===== src/rtl/vga_pkg.sv =====
// vga_pkg: shared VGA timing defaults, counter type and window helper.
// Defaults describe 1024x768; totals are derived from the four segments.
package vga_pkg;

  localparam int CW = 11;

  typedef logic [CW-1:0] count_t;

  localparam int H_ACTIVE_D = 1024;
  localparam int H_FP_D     = 24;
  localparam int H_SYNC_D   = 136;
  localparam int H_BP_D     = 160;
  localparam int V_ACTIVE_D = 768;
  localparam int V_FP_D     = 3;
  localparam int V_SYNC_D   = 6;
  localparam int V_BP_D     = 29;

  localparam int H_TOTAL_D =
    H_ACTIVE_D + H_FP_D + H_SYNC_D + H_BP_D;
  localparam int V_TOTAL_D =
    V_ACTIVE_D + V_FP_D + V_SYNC_D + V_BP_D;

  // Half-open window test: lo <= v < hi.
  function automatic logic in_win(
    input count_t v,
    input count_t lo,
    input count_t hi
  );
    return (v >= lo) && (v < hi);
  endfunction

endpackage


===== src/rtl/vga_if.sv =====
// vga_if: timing bundle from the generator to the pixel pipeline.
// Ports: hcount/vcount (11b), hsync, hblnk, vsync, vblnk.
interface vga_if;
  import vga_pkg::*;

  count_t hcount;
  count_t vcount;
  logic   hsync;
  logic   hblnk;
  logic   vsync;
  logic   vblnk;

  modport out (
    output hcount, vcount,
    output hsync, hblnk, vsync, vblnk
  );

  modport in (
    input hcount, vcount,
    input hsync, hblnk, vsync, vblnk
  );

endinterface


===== src/rtl/wrap_counter.sv =====
// wrap_counter: modulo-MAX counter advancing when en is high.
// Ports: clk, rst (async low), en, count_o, next_o, wrap_out.
module wrap_counter
  import vga_pkg::*;
#(
  parameter int MAX = 16
) (
  input  logic   clk,
  input  logic   rst,
  input  logic   en,
  output count_t count_o,
  output count_t next_o,
  output logic   wrap_out
);

  localparam count_t LAST = count_t'(MAX - 1);

  count_t count_q;
  count_t count_d;

  assign wrap_out = en && (count_q == LAST);

  always_comb begin
    count_d = count_q;
    if (en) begin
      count_d = wrap_out ? '0 : count_q + count_t'(1);
    end
  end

  always_ff @(posedge clk or negedge rst) begin
    if (!rst) begin
      count_q <= '0;
    end else begin
      count_q <= count_d;
    end
  end

  assign count_o = count_q;
  // Next value lets the parent register flags in step with the count.
  assign next_o  = count_d;

endmodule


===== src/rtl/vga_timing.sv =====
// vga_timing: VGA sync/blank generator with line and frame pulses.
// Ports: clk, rst (async low), en, vout, line_start, frame_start.
module vga_timing
  import vga_pkg::*;
#(
  parameter int H_ACTIVE = H_ACTIVE_D,
  parameter int H_FP     = H_FP_D,
  parameter int H_SYNC   = H_SYNC_D,
  parameter int H_BP     = H_BP_D,
  parameter int V_ACTIVE = V_ACTIVE_D,
  parameter int V_FP     = V_FP_D,
  parameter int V_SYNC   = V_SYNC_D,
  parameter int V_BP     = V_BP_D
) (
  input  logic clk,
  input  logic rst,
  input  logic en,
  vga_if.out   vout,
  output logic line_start,
  output logic frame_start
);

  localparam int H_TOTAL =
    H_ACTIVE + H_FP + H_SYNC + H_BP;
  localparam int V_TOTAL =
    V_ACTIVE + V_FP + V_SYNC + V_BP;

  localparam count_t HB_LO = count_t'(H_ACTIVE);
  localparam count_t HS_LO = count_t'(H_ACTIVE + H_FP);
  localparam count_t HS_HI =
    count_t'(H_ACTIVE + H_FP + H_SYNC);
  localparam count_t VB_LO = count_t'(V_ACTIVE);
  localparam count_t VS_LO = count_t'(V_ACTIVE + V_FP);
  localparam count_t VS_HI =
    count_t'(V_ACTIVE + V_FP + V_SYNC);

  count_t h_q, h_d;
  count_t v_q, v_d;
  logic   h_wrap, v_wrap;

  logic hsync_q, hblnk_q;
  logic vsync_q, vblnk_q;
  logic ls_q, fs_q;

  wrap_counter #(.MAX(H_TOTAL)) u_hcnt (
    .clk      (clk),
    .rst      (rst),
    .en       (en),
    .count_o  (h_q),
    .next_o   (h_d),
    .wrap_out (h_wrap)
  );

  // Vertical advances only on a horizontal wrap, so v_wrap
  // already implies h_wrap.
  wrap_counter #(.MAX(V_TOTAL)) u_vcnt (
    .clk      (clk),
    .rst      (rst),
    .en       (h_wrap),
    .count_o  (v_q),
    .next_o   (v_d),
    .wrap_out (v_wrap)
  );

  // Flags decode the next counts so they land with them.
  always_ff @(posedge clk or negedge rst) begin
    if (!rst) begin
      hsync_q <= 1'b0;
      hblnk_q <= 1'b0;
      vsync_q <= 1'b0;
      vblnk_q <= 1'b0;
      ls_q    <= 1'b0;
      fs_q    <= 1'b0;
    end else begin
      hblnk_q <= h_d >= HB_LO;
      hsync_q <= in_win(h_d, HS_LO, HS_HI);
      vblnk_q <= v_d >= VB_LO;
      vsync_q <= in_win(v_d, VS_LO, VS_HI);
      ls_q    <= h_wrap;
      fs_q    <= v_wrap;
    end
  end

  assign vout.hcount = h_q;
  assign vout.vcount = v_q;
  assign vout.hsync  = hsync_q;
  assign vout.hblnk  = hblnk_q;
  assign vout.vsync  = vsync_q;
  assign vout.vblnk  = vblnk_q;
  assign line_start  = ls_q;
  assign frame_start = fs_q;

endmodule


===== src/flat_wrapper.sv =====
// flat-port wrapper written by rule: the top's interface ports become plain ports
module vga_timing_flat import vga_pkg::*;
#(
  parameter int H_ACTIVE = H_ACTIVE_D,
  parameter int H_FP     = H_FP_D,
  parameter int H_SYNC   = H_SYNC_D,
  parameter int H_BP     = H_BP_D,
  parameter int V_ACTIVE = V_ACTIVE_D,
  parameter int V_FP     = V_FP_D,
  parameter int V_SYNC   = V_SYNC_D,
  parameter int V_BP     = V_BP_D
)
  (clk, rst, en, line_start, frame_start, vout_hcount, vout_vcount, vout_hsync, vout_hblnk, vout_vsync, vout_vblnk);
  vga_if vout_i ();
  input  logic clk;
  input  logic rst;
  input  logic en;
  output logic line_start;
  output logic frame_start;
  output wire logic [$bits(vout_i.hcount)-1:0] vout_hcount;
  output wire logic [$bits(vout_i.vcount)-1:0] vout_vcount;
  output wire logic [$bits(vout_i.hsync)-1:0] vout_hsync;
  output wire logic [$bits(vout_i.hblnk)-1:0] vout_hblnk;
  output wire logic [$bits(vout_i.vsync)-1:0] vout_vsync;
  output wire logic [$bits(vout_i.vblnk)-1:0] vout_vblnk;
  assign vout_hcount = vout_i.hcount;
  assign vout_vcount = vout_i.vcount;
  assign vout_hsync = vout_i.hsync;
  assign vout_hblnk = vout_i.hblnk;
  assign vout_vsync = vout_i.vsync;
  assign vout_vblnk = vout_i.vblnk;
  vga_timing #(.H_ACTIVE(H_ACTIVE), .H_FP(H_FP), .H_SYNC(H_SYNC), .H_BP(H_BP), .V_ACTIVE(V_ACTIVE), .V_FP(V_FP), .V_SYNC(V_SYNC), .V_BP(V_BP)) u_core (.clk(clk), .rst(rst), .en(en), .vout(vout_i), .line_start(line_start), .frame_start(frame_start));
endmodule

===== config.mk =====
export PLATFORM = sky130hd
export DESIGN_NAME = vga_timing_flat
export DESIGN_NICKNAME = d
export VERILOG_FILES = /design/src/rtl/vga_pkg.sv /design/src/rtl/vga_if.sv /design/src/rtl/wrap_counter.sv /design/src/rtl/vga_timing.sv /design/src/flat_wrapper.sv
export SDC_FILE = /design/constraint.sdc
export NUM_CORES = 1
export LEC_CHECK = 0
export CAP_MARGIN = 15
export CORE_ASPECT_RATIO = 1.75
export CORE_UTILIZATION = 50
export CTS_BUF_LIST = sky130_fd_sc_hd__clkbuf_8
export DETAILED_ROUTE_END_ITERATION = 6
export DONT_BUFFER_PORTS = 1
export PLACE_DENSITY_LB_ADDON = 0.3
export SYNTH_ARGS = -nofsm -noshare
export SYNTH_HDL_FRONTEND = slang
export SYNTH_SLANG_ARGS = --single-unit

===== constraint.sdc =====
create_clock -name clk -period 5.35 [get_ports clk]
set_clock_uncertainty 0.2 [all_clocks]
set_input_delay 0.535 -clock clk [delete_from_list [all_inputs] [get_ports clk]]
set_output_delay 0.535 -clock clk [all_outputs]
set_load 0.02 [all_outputs]

Word-level counts from Yosys, hierarchy flattened --
Index checks and enable logic that the tools add are counted.
Storage, ports and cells: register bits after elaboration 28, bits in latches 0, bits in writable memories 0, bits in read-only memories 0, input bits 3, output and inout port bits 28, memories kept 0
Operators by class: $add $sub $neg 2, multipliers 0, divide/modulo/power cells 0, $lt $le $gt $ge 6, equality and inequality tests 2, shifts and indexed selects 0, muxes and demuxes 4, bitwise operators 0, reduce and logical (&&, ||, !) cells 4
Operators with widths (count):
- $mux W11 | 4
- $add A11 B1 Y11 const B | 2
- $ge A11 B10 Y1 const B | 2
- $ge A11 B11 Y1 const B | 2
- $eq A11 B10 Y1 const B | 1
- $eq A11 B11 Y1 const B | 1
- $lt A11 B10 Y1 const B | 1
- $lt A11 B11 Y1 const B | 1
- $logic_and A1 B1 Y1 | 4

Depth between registers and ports, before layout --
depth after elaboration 7, gate-level depth with buffers 9, gate-level depth less buffers 8

Cells and area by module --
From an unflattened synthesis, not the netlist that was laid out.
Unflattened totals: cell total of the unflattened synthesis 131, area, all modules 1391.3 um^2
Modules (own cells, without submodules):
- wrap_counter at u_core.u_vcnt | instances 1, cells each 57, area an instance 584.3 um^2
- wrap_counter at u_core.u_hcnt | instances 1, cells each 55, area an instance 579.3 um^2
- vga_timing | instances 1, cells each 19, area an instance 227.7 um^2

Worst setup path before layout --
No wires, ideal clock.
path type register to register, from register u_core.u_vcnt.count_q[1] (netlist: u_core.u_vcnt.count_o[1]), to register u_core.vsync_q (netlist: u_core.vout.vsync), setup time 94 ps, arrival time 2407 ps, data required time 5056 ps, path slack 2649 ps, stages on the path, launching flop included 9, path buffers 0, clock period less this slack 2701 ps, cell sequence dfrtp_1 > inv_1 > ha_1 > or4b_4 > nor4_4 > o21ai_2 > a21o_1 > or4b_1 > a221oi_2
On the way: cells in the longest elaborated chain, start to end 6, elaborated cells between the ends (all ways) 8, classes of those cells add/sub: 1; order compare: 2; eq/ne: 1; mux: 2; reduce/logical: 2
RTL lines:
- start: declaration | line wrap_counter.sv:18 | count_t count_q;
- start signal: assignment | line wrap_counter.sv:34 | count_q <= count_d;
- branches (longest 2 deep; another with $add A11 B1 Y11)
- $mux W11 (*) | line wrap_counter.sv:26 | count_d = wrap_out ? '0 : count_q + count_t'(1);
- $mux W11 (*) | line wrap_counter.sv:25 | if (en) begin
- via u_core.u_vcnt.next_o[5] | line wrap_counter.sv:12 | output count_t next_o,
- $ge A11 B10 Y1 or $lt A11 B10 Y1 (tied branches) | line vga_pkg.sv:29 | return (v >= lo) && (v < hi);
- $logic_and A1 B1 Y1 (*) | line vga_pkg.sv:29
- end signal: assignment | line vga_timing.sv:78 | vsync_q <= in_win(v_d, VS_LO, VS_HI);
- end: declaration | line vga_timing.sv:42 | logic vsync_q, vblnk_q;
Mark *: on every way through the listed nets, which the timed path passes.

Final worst setup path --
from register u_core.u_hcnt.count_q[0] (netlist: u_core.u_hcnt.count_o[0]), to register u_core.vsync_q (netlist: u_core.vout.vsync)
On the way: cells in the longest elaborated chain, start to end 7, elaborated cells between the ends (all ways) 8, classes of those cells order compare: 2; eq/ne: 1; mux: 2; reduce/logical: 3
RTL lines:
- start: declaration | line wrap_counter.sv:18
- start signal: assignment | line wrap_counter.sv:34
- $eq A11 B11 Y1 (*) | line wrap_counter.sv:21 | assign wrap_out = en && (count_q == LAST);
- $logic_and A1 B1 Y1 (*) | line wrap_counter.sv:21
- $logic_and A1 B1 Y1 | line wrap_counter.sv:21
- $mux W11 | line wrap_counter.sv:26
- $mux W11 (*) | line wrap_counter.sv:25
- via u_core.u_vcnt.next_o[7] | line wrap_counter.sv:12
- $ge A11 B10 Y1 or $lt A11 B10 Y1 (tied branches) | line vga_pkg.sv:29
- $logic_and A1 B1 Y1 (*) | line vga_pkg.sv:29
The timed path passes the listed nets; every way through them passes the cells marked *.

==> results.tsv <==
metric	value	unit
netlist_area	0.00156	mm^2
clock_sinks	28	
powerDensity	293	mW/mm^2
synth_cell_types	47	
rows	26	
layout_min_cycle_time	3190	ps
htreeDepth	1	
startpoint_type	flop	
ys_ff_latch	28	
dr.pass1.iters	7	
finalCritPeriodShare	0.596	
worstMarginPinSlew	607	ps
vias	1238	
gp_congestion	0.841	
hold_ws	156	ps
post-dp-hpwl	2450	um
drc	4	
hold_path.class	primary input to flop	
final-hold-violation-count	0	
syn_area_per_cell	9.65	um^2
async_reset_ff_frac	1.00	
num-nets-final	168	
rsz0062_at_grt	false	
crit_chain	ha_1 -> and3_1 -> nand4b_2 -> inv_1 -> nand4_1 -> xnor2_1 -> or4b_1 -> a221oi_2	
antenna_found_initial	0	
failed_checks	DRC	
synthFlopType	dfrtp_1	
fin_util	0.569	
clockBufferDepth	2	
yosys.cell_count.top_type	dfrtp_1	
p_leak	0.767	nW
slowest_delay	540	ps
maxSlewViolCount	0	
die_w	44.3	um
drive_gt1_frac	0.0932	
grt_max_degree	29	
start_util	0.528	
grt_overflow_total	0	
maxSlewHeadroom	0.595	
cts-resized-gates	0	
drtAntennaViolNets	0	
drt_iter0_drc	37	
synth_top_cell_area_share	0.448	
insertion_delay	270	ps
cts_tree	yes	
fill_cells	256	
setup_tns	0	ps
diodes	0	
crit_fanout	21	
die_h	76.0	um
grt_pass1_wl	5680	um
yosysWarningCount	0	
syn-num-nets	168	
grt_pass1_vias	1207	
critical_path_required	5340	ps
fp.dieArea	0.00336	mm^2
cts_buffers	3	
synth_edf_count	0	
drt-vias-per-instance	6.10	
crit_arrival	3180	ps
yosysTopAreaCell	dfrtp_1	
drt-total-wl	3340	um
end_kind	flop	
fmax	313	MHz
clkTransAtPathRegs	90	ps
yosys-top-cells-area	dfrtp_1 (45%), o21ai_0 (4.5%), xnor2_1 (4.5%)	
area_growth_syn_to_layout	7.77	%
drv_cap	0	
routedWlPerCell	16.4	um
ys_seq_area_frac	0.448	
port_buffers	0	
ir_drop	0.000139	V
status	finished with violations	
cts-root-buf	clkbuf_8	
worstSetupPathType	flop to flop	
grtUsageTotal	0.218	
setup_viol	0	
synth_common_cells	dfrtp_1 (28), nand2_1 (17), o21ai_0 (14)	
netlist_instances	162	
pin_count	31	
core	0.00296	mm^2
critPathSlowestCell	inv_1	
## power breakdown
part           internal (W)  switching, W  leakage, nW
registers          0.000228     0.0000514        0.371
logic             0.0000238     0.0000262        0.361
clock network      0.000100     0.0000634       0.0357
## cell usage in the layout, fill, tap and decap left out, drive strengths merged, types with 2 or more instances in the layout
cell    instances
a21oi           3
and3            6
and4            2
clkbuf          3
dfrtp          28
ha              3
inv             6
nand2          17
nand2b          4
nand3           7
nand4           6
nor2            7
nor2b           2
nor3            5
nor3b           2
nor4            3
o21ai          15
o31ai           5
or2             2
or4b            2
xnor2           8
xor2            3
## final timing paths
| path | from | to | slack [ps] | cells after the start |
|---|---|---|---|---|
| min reg2reg | u_core.u_hcnt.count_o[9] | u_core.u_hcnt.count_o[9] | 470 | 1 |
| min | en | u_core.u_hcnt.count_o[1] | 160 | 1 |
| max | u_core.u_hcnt.count_o[0] | u_core.vout.vsync | 2160 | 8 |
| min in group asynchronous | rst | u_core.u_hcnt.count_o[8] | 520 | 2 |
| max in group asynchronous | rst | u_core.u_hcnt.count_o[6] | 4270 | 2 |
| max reg2reg | u_core.u_hcnt.count_o[0] | u_core.vout.vsync | 2160 | 8 |
## metrics by stage
step	total power [W]	setup WS, ps	cells	area [um^2]
final	0.000493	2160	203	1680
after global routing	0.000519	1950	203	1680
after CTS	0.000498	2150	203	1680
after detailed placement	0.000328	2170	197	1580
after global placement	0.000326	2270	197	1580
after floorplan	0.000318	2650	162	1560
## what timing repair did
item                                    in CTS  in global routing
hold endpoints to repair                    28                  0
setup buffers                                0                  0
hold buffers                                 2                  0
endpoints found under the setup margin       0                  0
## registers in the layout, summed over array words and instances (netlist names)
signal / count
u_core.vout.hblnk: 1
u_core.line_start: 1
u_core.vout.vsync: 1
u_core.frame_start: 1
u_core.u_vcnt.count_o: 11
u_core.vout.vblnk: 1
u_core.vout.hsync: 1
u_core.u_hcnt.count_o: 11
## cells by family after synthesis
kind of cell               count (synthesis)  synth area share
DFF                                       28             0.448
adders and majority gates                  3            0.0240
buffers and inverters                     13            0.0352
and+or+nand+nor                           69             0.259
muxes                                      2            0.0136
xor gates and xnor gates                  11            0.0617
AOI/OAI and AO/OA                         36             0.159
## metal layers
layer,track usage,share of wire,wire [um],up-vias
met5,0,0,0,-
met2,0.365,0.54,1800,37
li1,-,-,-,590
met4,0.0909,0.015,49,0
met3,0.0476,0.058,193,5
met1,0.258,0.39,1300,606
## critical path, delay by kind of cell (launching register included)
| kind | cells | cell delay, ps |
|---|---|---|
| compound gates | 1 | 170 |
| xor+xnor | 1 | 170 |
| fa+ha+maj | 1 | 240 |
| buf+inv | 1 | 540 |
| flops | 1 | 530 |
| simple gates | 4 | 1240 |
## cell type report
| cell class | instances | area, um^2 | share of cell area |
|---|---|---|---|
| multi-input cells | 121 | 807 | 0.479 |
| clock buffers | 3 | 41.3 | 0.0245 |
| flip-flops and latches | 28 | 701 | 0.416 |
| clock inverters | 1 | 30.0 | 0.0178 |
| inverters | 6 | 22.5 | 0.0134 |
| well taps | 42 | 52.6 | 0.0312 |
| repair buffers | 2 | 30.0 | 0.0178 |
Note: power is estimated with default switching activity, not from simulation.
